==> config.mk <==
export PLATFORM = sky130hd
export DESIGN_NAME = prio_encoder_rr
export DESIGN_NICKNAME = d
export VERILOG_FILES = /design/src/rtl/enc_pkg.sv /design/src/rtl/prio_encoder_rr_pick.sv /design/src/rtl/prio_encoder_rr.sv
export SDC_FILE = /design/constraint.sdc
export NUM_CORES = 1
export LEC_CHECK = 0
export ABC_AREA = 1
export BUFFER_PORTS_ARGS = -buffer_cell sky130_fd_sc_hd__buf_2
export CAP_MARGIN = 20
export CELL_PAD_IN_SITES_DETAIL_PLACEMENT = 2
export CELL_PAD_IN_SITES_GLOBAL_PLACEMENT = 2
export CORE_UTILIZATION = 28
export CTS_CLUSTER_SIZE = 24
export DETAILED_ROUTE_END_ITERATION = 12
export HOLD_SLACK_MARGIN = 0.03
export PLACE_DENSITY = 0.87
export SLEW_MARGIN = 10
export SYNTH_ARGS = -nofsm -noshare
export SYNTH_HDL_FRONTEND = slang
export SYNTH_SLANG_ARGS = --single-unit
==> constraint.sdc <==
create_clock -name clk -period 2.15 [get_ports clk]
set_input_delay 0 -clock clk [delete_from_list [all_inputs] [get_ports clk]]
set_output_delay 0 -clock clk [all_outputs]
set_load 0.005 [all_outputs]
==> src/rtl/enc_pkg.sv <==
`default_nettype none
// ============================================================================
// Module      : enc_pkg
// Description : Shared constants and helpers for the prio_encoder_rr block.
//               MODE_FIXED / MODE_RR select the arbitration order, and clog2
//               derives the index width on tools lacking $clog2.
// Revision    : 1.0 - initial release
// ============================================================================
package enc_pkg;

  localparam int MODE_FIXED = 0;
  localparam int MODE_RR    = 1;

  // Smallest r with 2**r >= value, never less than 1 so a 2-input encoder
  // still gets a 1-bit index.
  function automatic int clog2(input int value);
    int r;
    r = 1;
    for (int i = 1; i < 31; i++) begin
      if ((1 << i) < value) r = i + 1;
    end
    return r;
  endfunction

endpackage : enc_pkg
`default_nettype wire

==> src/rtl/prio_encoder_rr_pick.sv <==
`default_nettype none
// ============================================================================
// Module      : prio_pick
// Description : Purely combinational lowest-set-bit finder.
// Ports       : v     [N-1:0] in  - candidate vector
//               idx   [W-1:0] out - index of lowest set bit (0 when none)
//               found         out - at least one bit of v is set
// Revision    : 1.0 - initial release
// ============================================================================
module prio_pick
  import enc_pkg::*;
#(
  parameter  int N = 8,
  localparam int W = clog2(N)
) (
  input  logic [N-1:0] v,
  output logic [W-1:0] idx,
  output logic         found
);

  // Scan from the top down so the last hit written is the lowest index.
  always_comb begin
    idx   = '0;
    found = 1'b0;
    for (int i = N - 1; i >= 0; i--) begin
      if (v[i]) begin
        idx   = W'(i);
        found = 1'b1;
      end
    end
  end

endmodule : prio_pick
`default_nettype wire

==> src/rtl/prio_encoder_rr.sv <==
`default_nettype none
// ============================================================================
// Module      : prio_encoder_rr
// Description : Registered N-to-log2(N) priority encoder with event capture
//               and a valid/ready output handshake. Request events latch into
//               a pending vector and drain one index per handshake, in fixed
//               (lowest index first) or round-robin order.
// Ports       : clk             in  - clock, rising edge
//               rst             in  - asynchronous active-high reset
//               y       [N-1:0] in  - request events
//               q       [W-1:0] out - granted index, valid while q_valid
//               q_valid         out - q holds an undelivered grant
//               q_ready         in  - consumer accepts q this cycle
//               pend    [N-1:0] out - pending vector (excludes index in q)
//               ovf             out - one-cycle pulse: an event was lost
// Revision    : 1.0 - initial release
// ============================================================================
module prio_encoder_rr
  import enc_pkg::*;
#(
  parameter  int N       = 8,
  parameter  int RR_MODE = MODE_FIXED,
  localparam int W       = clog2(N)
) (
  input  logic         clk,
  input  logic         rst,
  input  logic [N-1:0] y,
  output logic [W-1:0] q,
  output logic         q_valid,
  input  logic         q_ready,
  output logic [N-1:0] pend,
  output logic         ovf
);

  logic [N-1:0] r_pend;
  logic [W-1:0] r_q;
  logic         r_q_valid;
  logic         r_ovf;

  logic [W-1:0] w_sel;
  logic         w_found;
  logic         w_slot_free;
  logic         w_load;
  logic [N-1:0] w_take;
  logic [N-1:0] w_pend_next;

  // --------------------------------------------------------------------------
  // Index selection (reads registered pend only)
  // --------------------------------------------------------------------------
  generate
    if (RR_MODE == MODE_RR) begin : g_rr
      logic [W-1:0] r_last;
      logic [N-1:0] w_above;
      logic [N-1:0] w_masked;
      logic [W-1:0] w_idx_m;
      logic [W-1:0] w_idx_u;
      logic         w_found_m;
      logic         w_found_u;

      always_comb begin
        w_above = '0;
        for (int i = 0; i < N; i++) begin
          w_above[i] = (i > int'(r_last));
        end
      end

      assign w_masked = r_pend & w_above;

      prio_pick #(.N(N)) u_pick_masked (
        .v     (w_masked),
        .idx   (w_idx_m),
        .found (w_found_m)
      );

      prio_pick #(.N(N)) u_pick_all (
        .v     (r_pend),
        .idx   (w_idx_u),
        .found (w_found_u)
      );

      // Prefer the first pending index after the last grant; otherwise wrap.
      assign w_sel   = w_found_m ? w_idx_m : w_idx_u;
      assign w_found = w_found_u;

      // Reset to N-1 so the first search starts at index 0.
      always_ff @(posedge clk or posedge rst) begin
        if (rst) begin
          r_last <= W'(N - 1);
        end else if (w_load) begin
          r_last <= w_sel;
        end
      end
    end else begin : g_fixed
      prio_pick #(.N(N)) u_pick (
        .v     (r_pend),
        .idx   (w_sel),
        .found (w_found)
      );
    end
  endgenerate

  // --------------------------------------------------------------------------
  // Slot control and capture
  // --------------------------------------------------------------------------
  assign w_slot_free = !r_q_valid || q_ready;
  assign w_load      = w_slot_free && w_found;
  assign w_take      = w_load ? (N'(1) << w_sel) : '0;

  // A y bit on the index being taken re-arms it: OR-ing y last lets it win.
  assign w_pend_next = (r_pend & ~w_take) | y;

  always_ff @(posedge clk or posedge rst) begin
    if (rst) begin
      r_pend    <= '0;
      r_q       <= '0;
      r_q_valid <= 1'b0;
      r_ovf     <= 1'b0;
    end else begin
      r_pend <= w_pend_next;
      // Lost event: already pending and not leaving pend this cycle. The
      // index held in q is not in pend, so a hit on it is not counted.
      r_ovf  <= |(y & r_pend & ~w_take);
      if (w_slot_free) begin
        r_q_valid <= w_found;
        if (w_found) r_q <= w_sel;
      end
    end
  end

  assign q       = r_q;
  assign q_valid = r_q_valid;
  assign pend    = r_pend;
  assign ovf     = r_ovf;

endmodule : prio_encoder_rr
`default_nettype wire

## Word level (Yosys, flattened, before mapping)

Cells that the tools add are included.

| cells by class | value |
|---|---|
| bitwise gates (word level) | 5 |
| shift operators | 1 |
| reductions and logical operators | 5 |
| mux-type cells | 17 |

Operators by type and width:

| kind | number |
|---|---|
| 8-bit bitwise AND | 3 |
| 3-bit 2-to-1 mux | 8 |
| 1-bit 2-to-1 mux | 8 |
| 8-bit 2-to-1 mux | 1 |
| 8-bit NOT | 1 |
| 8-bit OR | 1 |
| 8-bit OR reduction | 1 |
| 1-bit by 3-bit << shifter with 8-bit output (first input constant) | 1 |
| 2-bit AND reduction | 1 |
| 1-bit logical AND | 1 |
| 1-bit zero test | 1 |
| 1-bit logical OR | 1 |

| word-level totals | value |
|---|---|
| logic and storage cells | 32 |
| flip-flop bits (word level) | 13 |
| bits of input ports | 11 |

## Depth between registers and ports, before layout

| logic depth | value |
|---|---|
| depth in word-level cells | 13 |
| gate-level depth with buffers | 13 |
| mapped depth without buffers | 13 |

## Cells and area by module

From an unflattened synthesis, not the netlist that was laid out.

| unflattened totals | value |
|---|---|
| cells, all modules | 109 |
| area total of the unflattened synthesis | 763.2 µm² |

By module, submodules not included:

| module | area each (µm²) | instances | cells an instance |
|---|---|---|---|
| prio_encoder_rr | 664.4 | 1 | 87 |
| prio_pick | 98.8 | 1 | 22 |

## Least setup slack after synthesis

OpenSTA, ideal clock, no wires.

| timing path | value |
|---|---|
| path kind | register -> register |
| from | reg r_pend[3] (netlist: pend[3]) |
| to | reg r_ovf (netlist: ovf) |
| buffers on the path | 0 |
| clock period less this slack | 1.327 ns |
| stages on the path, launching flop included | 11 |
| arrival time | 1.209 ns |
| data required time | 2.033 ns |
| path slack | 0.823 ns |
| path through | dfrtp_1 nor2_4 nand2_4 clkinv_2 nand3_4 nor2_2 nand3_1 nand2_1 nand2_1 nor2_2 nand2_1 |

| on the way | value |
|---|---|
| longest elaborated chain between the ends | 9 |
| elaborated cells on any way between the ends | 15 |
| classes of those cells | shift: 1; mux: 9; bitwise: 3; reduce/logical: 2 |

RTL lines:

| item | RTL line | text |
|---|---|---|
| from (decl) | prio_encoder_rr.sv:35 | `logic [N-1:0] r_pend;` |
| from (signal assigned) | prio_encoder_rr.sv:119 | `r_pend <= w_pend_next;` |
| 3-bit 2-to-1 mux / 1-bit 2-to-1 mux (equally long branches) (4 in series) | prio_encoder_rr_pick.sv:26 | `if (v[i]) begin` |
| 1-bit by 3-bit << shifter with 8-bit output / 1-bit logical AND (equally long branches) | prio_encoder_rr.sv:107, prio_encoder_rr.sv:106 |  |
| 8-bit 2-to-1 mux | prio_encoder_rr.sv:107 | `assign w_take = w_load ? (N'(1) << w_sel) : '0;` |
| 8-bit NOT | prio_encoder_rr.sv:122 | `r_ovf <= \|(y & r_pend & ~w_take);` |
| 8-bit bitwise AND * | prio_encoder_rr.sv:122 |  |
| 8-bit OR reduction * | prio_encoder_rr.sv:122 |  |
| to (signal assigned) | prio_encoder_rr.sv:122 |  |
| to (decl) | prio_encoder_rr.sv:38 | `logic r_ovf;` |

Mark *: on every way between the ends. The rest lies on a longest branch, timed or not.
A chain may end at the register's enable or synchronous reset.

## Worst setup path after layout

Ends and elaborated chain as after synthesis.

==> impl_metrics.ini <==
[cts]
cts.sink_count = 13
clk-insertion-delay-late_ns = 0.28
clock_tree.buffer_depth = 2
tritoncts.num_buffers = 3
clkTransAtPathRegs_ns = 0.08
number_of_gates_given_a_new_drive_strength_after_cts = 0
cts.htree.levels = 1
cts-root-buf = sky130_fd_sc_hd__clkbuf_4
clock_tree_from_tritoncts = done

[synthesis]
mappedNetlistNets = 103
synth_seq_cells = 13
postSynth.topFlopCell = sky130_fd_sc_hd__dfrtp_1
number_of_warnings_issued_by_yosys = 0
avgSynthCellArea_sq_um = 7.92
synth-edff-count = 0
sequential_to_total_area_share_from_yosys_stat = 0.447
yosysUniqueCellTypes = 17
synth.most_common_cell = sky130_fd_sc_hd__nand2_1
synthTopCellsByCount = sky130_fd_sc_hd__nand2_1, sky130_fd_sc_hd__inv_1, sky130_fd_sc_hd__dfrtp_1
synth-async-reset-ratio = 1.00
synth.top_cells.by_area = sky130_fd_sc_hd__dfrtp_1, sky130_fd_sc_hd__nand2_1, sky130_fd_sc_hd__inv_1
instance_count_of_the_mapped_netlist = 92
syn-cell-area_sq_um = 728
synth.top_cell.area_share = 0.447
synth_top_cell_by_area = sky130_fd_sc_hd__dfrtp_1

[setup_path]
cp_data_required_time_ns = 2.32
endpoint_kind = flip-flop
startpoint_type = flip-flop
critical_path_class = reg -> reg
worst-r2r-setup-slack_ns = 0.60
timing.critical_path.fanout_max = 5
critPathArrivalTime_ns = 1.72
rr_worst_depth = 10
critical_path.reg2reg.endpoint = ovf
crit-reg2reg-launch = pend[3]
timing.critical_path.from = pend[3]

[timing]
timing.final.setup_violations = 0
final-hold-violation-count = 0
rsz0062_at_grt = false
worst_setup_slack_after_layout_ns = 0.600
timing.final.crit_share = 0.721
min_period_ns = 1.55
max-slew-margin-rel = 0.663
max_slew.worst_pin.slew_ns = 0.505
timing_max_transition_violations_final = 0
fmax_ghz = 0.645
fin_tns_setup_ns = 0
timing.clock.skew_ns = 0.00382
hold_slack_ns = 0.185

[routing]
detail_route.vias_per_cell = 4.70
antenna_violating_nets_post_route = 0
detail_route.drc_violations = 0
vias = 743
drt_first_pass_iters = 2
avgRoutedWirePerCell_microns = 13.5
drtIter0Drc = 3
wirelength_microns = 2130

[floorplan]
dieHeight_microns = 53.0
core_region_area_sq_mm = 0.00248
start_util = 0.294
rows = 18
design.portCount = 24
die_outline_width_microns = 53.0
die_area_sq_mm = 0.00281

[grt]
groute.layer.met3.usage = 0.0201
global_route.usage.total = 0.178
grt_pass1_vias = 784
met2_usage = 0.335
grt_antenna_before_repair = 0
grt_remaining_overflow = 0
grt.met1_usage = 0.195
first_pass_grt_wire_length_microns = 3480
largest_net_degree_at_the_start_of_global_routing = 14
grt-busiest-layer = met2

[status]
run_status = finished, final reports clean

[final_layout]
fin_area_sq_um = 997
area_growth_pct = 36.9
num-fill-cells = 297
final_layout_size_suffix_gt1_frac = 0.305
num-nets-final = 140
antenna_cells_inserted = 0

[flow_run]
maxCapViolations = 0

[placed_design]
place_congestion = 0.840
port_buf_inserts = 23
detailedPlacementHpwl_microns = 1670
placement.setup.worst_slack_ns = 0.611
placed_cell_area_sq_um = 881

[power]
power-per-cell-area_mw_per_mm2 = 501
vdd_ir_drop_max_uv = 295
share_seq_of_total_power = 0.528
combPwrFrac = 0.165
design_power_total_uw = 500
internal_power_uw = 364
netSwitchingFraction = 0.272
pwr-share-clk = 0.307
leakagePower_nw = 0.520
netSwitchingPower_uw = 136

[hold_path]
min_path_type = in -> reg
timing.hold.worst.start = q_ready
whs_path_depth = 4
hold-path-endpoint = q_valid
==> state kept, by name, indices dropped and copies added, names as in the netlist <==
name	flops
ovf	1
q	3
pend	8
q_valid	1
==> layout by cell type, fill, tap and decap left out, drive strengths merged <==
cell type	Yosys	routed
a21boi	1	1
a21o	6	6
buf	0	23
clkbuf	0	4
clkinv	1	1
dfrtp	13	13
dlygate4sd3	0	9
inv	15	15
nand2	33	33
nand3	7	7
nand4	2	2
nor2	7	7
o21ai	5	5
or2	2	2
==> final cells by class <==
type	count	area, sq um	share of cell area
flip-flops and latches	13	325	0.326
multi-input cells	63	342	0.343
clock buffers	4	26.3	0.0263
well taps	30	37.5	0.0376
repair buffers	32	205	0.206
inverters	16	61.3	0.0615
==> power by group through the flow <==
stage	combinational, mW	sequential (mW)	clock (mW)
after CTS	0.0838	0.264	0.162
after floorplan	0.0375	0.268	0
after global routing	0.0929	0.265	0.170
after detailed placement	0.0706	0.269	0
after global placement	0.0666	0.268	0
final	0.0824	0.264	0.154
==> layer usage <==
metal	vias up	wire length, microns	part of all wire
met3	5	65	0.031
li1	357	-	-
met1	366	852	0.40
met4	0	27	0.013
met5	-	0	0
met2	15	1180	0.56
==> worst max-delay path by stage <==
stage | endpoint | slack [ns] | cells past startpoint
after global placement | ovf | 0.66 | 10
after CTS | ovf | 0.58 | 10
after global routing | ovf | 0.43 | 10
after detailed placement | ovf | 0.61 | 10
after floorplan | ovf | 0.82 | 10
final | ovf | 0.60 | 10
==> worst max-delay path: stages (launching register included) <==
cell                       delay [ns]
sky130_fd_sc_hd__dfrtp_1         0.45
sky130_fd_sc_hd__nor2_4          0.19
sky130_fd_sc_hd__nand2_4         0.09
sky130_fd_sc_hd__clkinv_2        0.07
sky130_fd_sc_hd__nand3_4         0.07
sky130_fd_sc_hd__nor2_2          0.14
sky130_fd_sc_hd__nand3_1         0.13
sky130_fd_sc_hd__nand2_1         0.09
sky130_fd_sc_hd__nand2_1         0.07
sky130_fd_sc_hd__nor2_2          0.09
sky130_fd_sc_hd__nand2_1         0.06
==> per-stage QoR <==
stage                      util  std cells
after floorplan               -         92
final                     0.403        158
after global placement    0.356        145
after detailed placement  0.356        145
after global routing      0.403        158
after CTS                 0.403        158
==> repair_timing <==
| action | 4_1_cts | 5_1_grt |
|---|---|---|
| setup endpoints to repair | 0 | 0 |
| endpoints found under the hold margin | 21 | 0 |
| buffers inserted | 0 | 0 |
| hold buffers | 9 | 0 |
==> logic make-up (layout without fill, tap and decap cells) <==
family / count (synthesis) / count (layout) / share of synthesized area
AND/OR/NAND/NOR: 51 / 51 / 0.354
buffers and inverters: 16 / 52 / 0.0842
flip-flops: 13 / 13 / 0.447
AO/OA/AOI/OAI: 12 / 12 / 0.115
No activity file was read; power rests on OpenSTA's default activity.
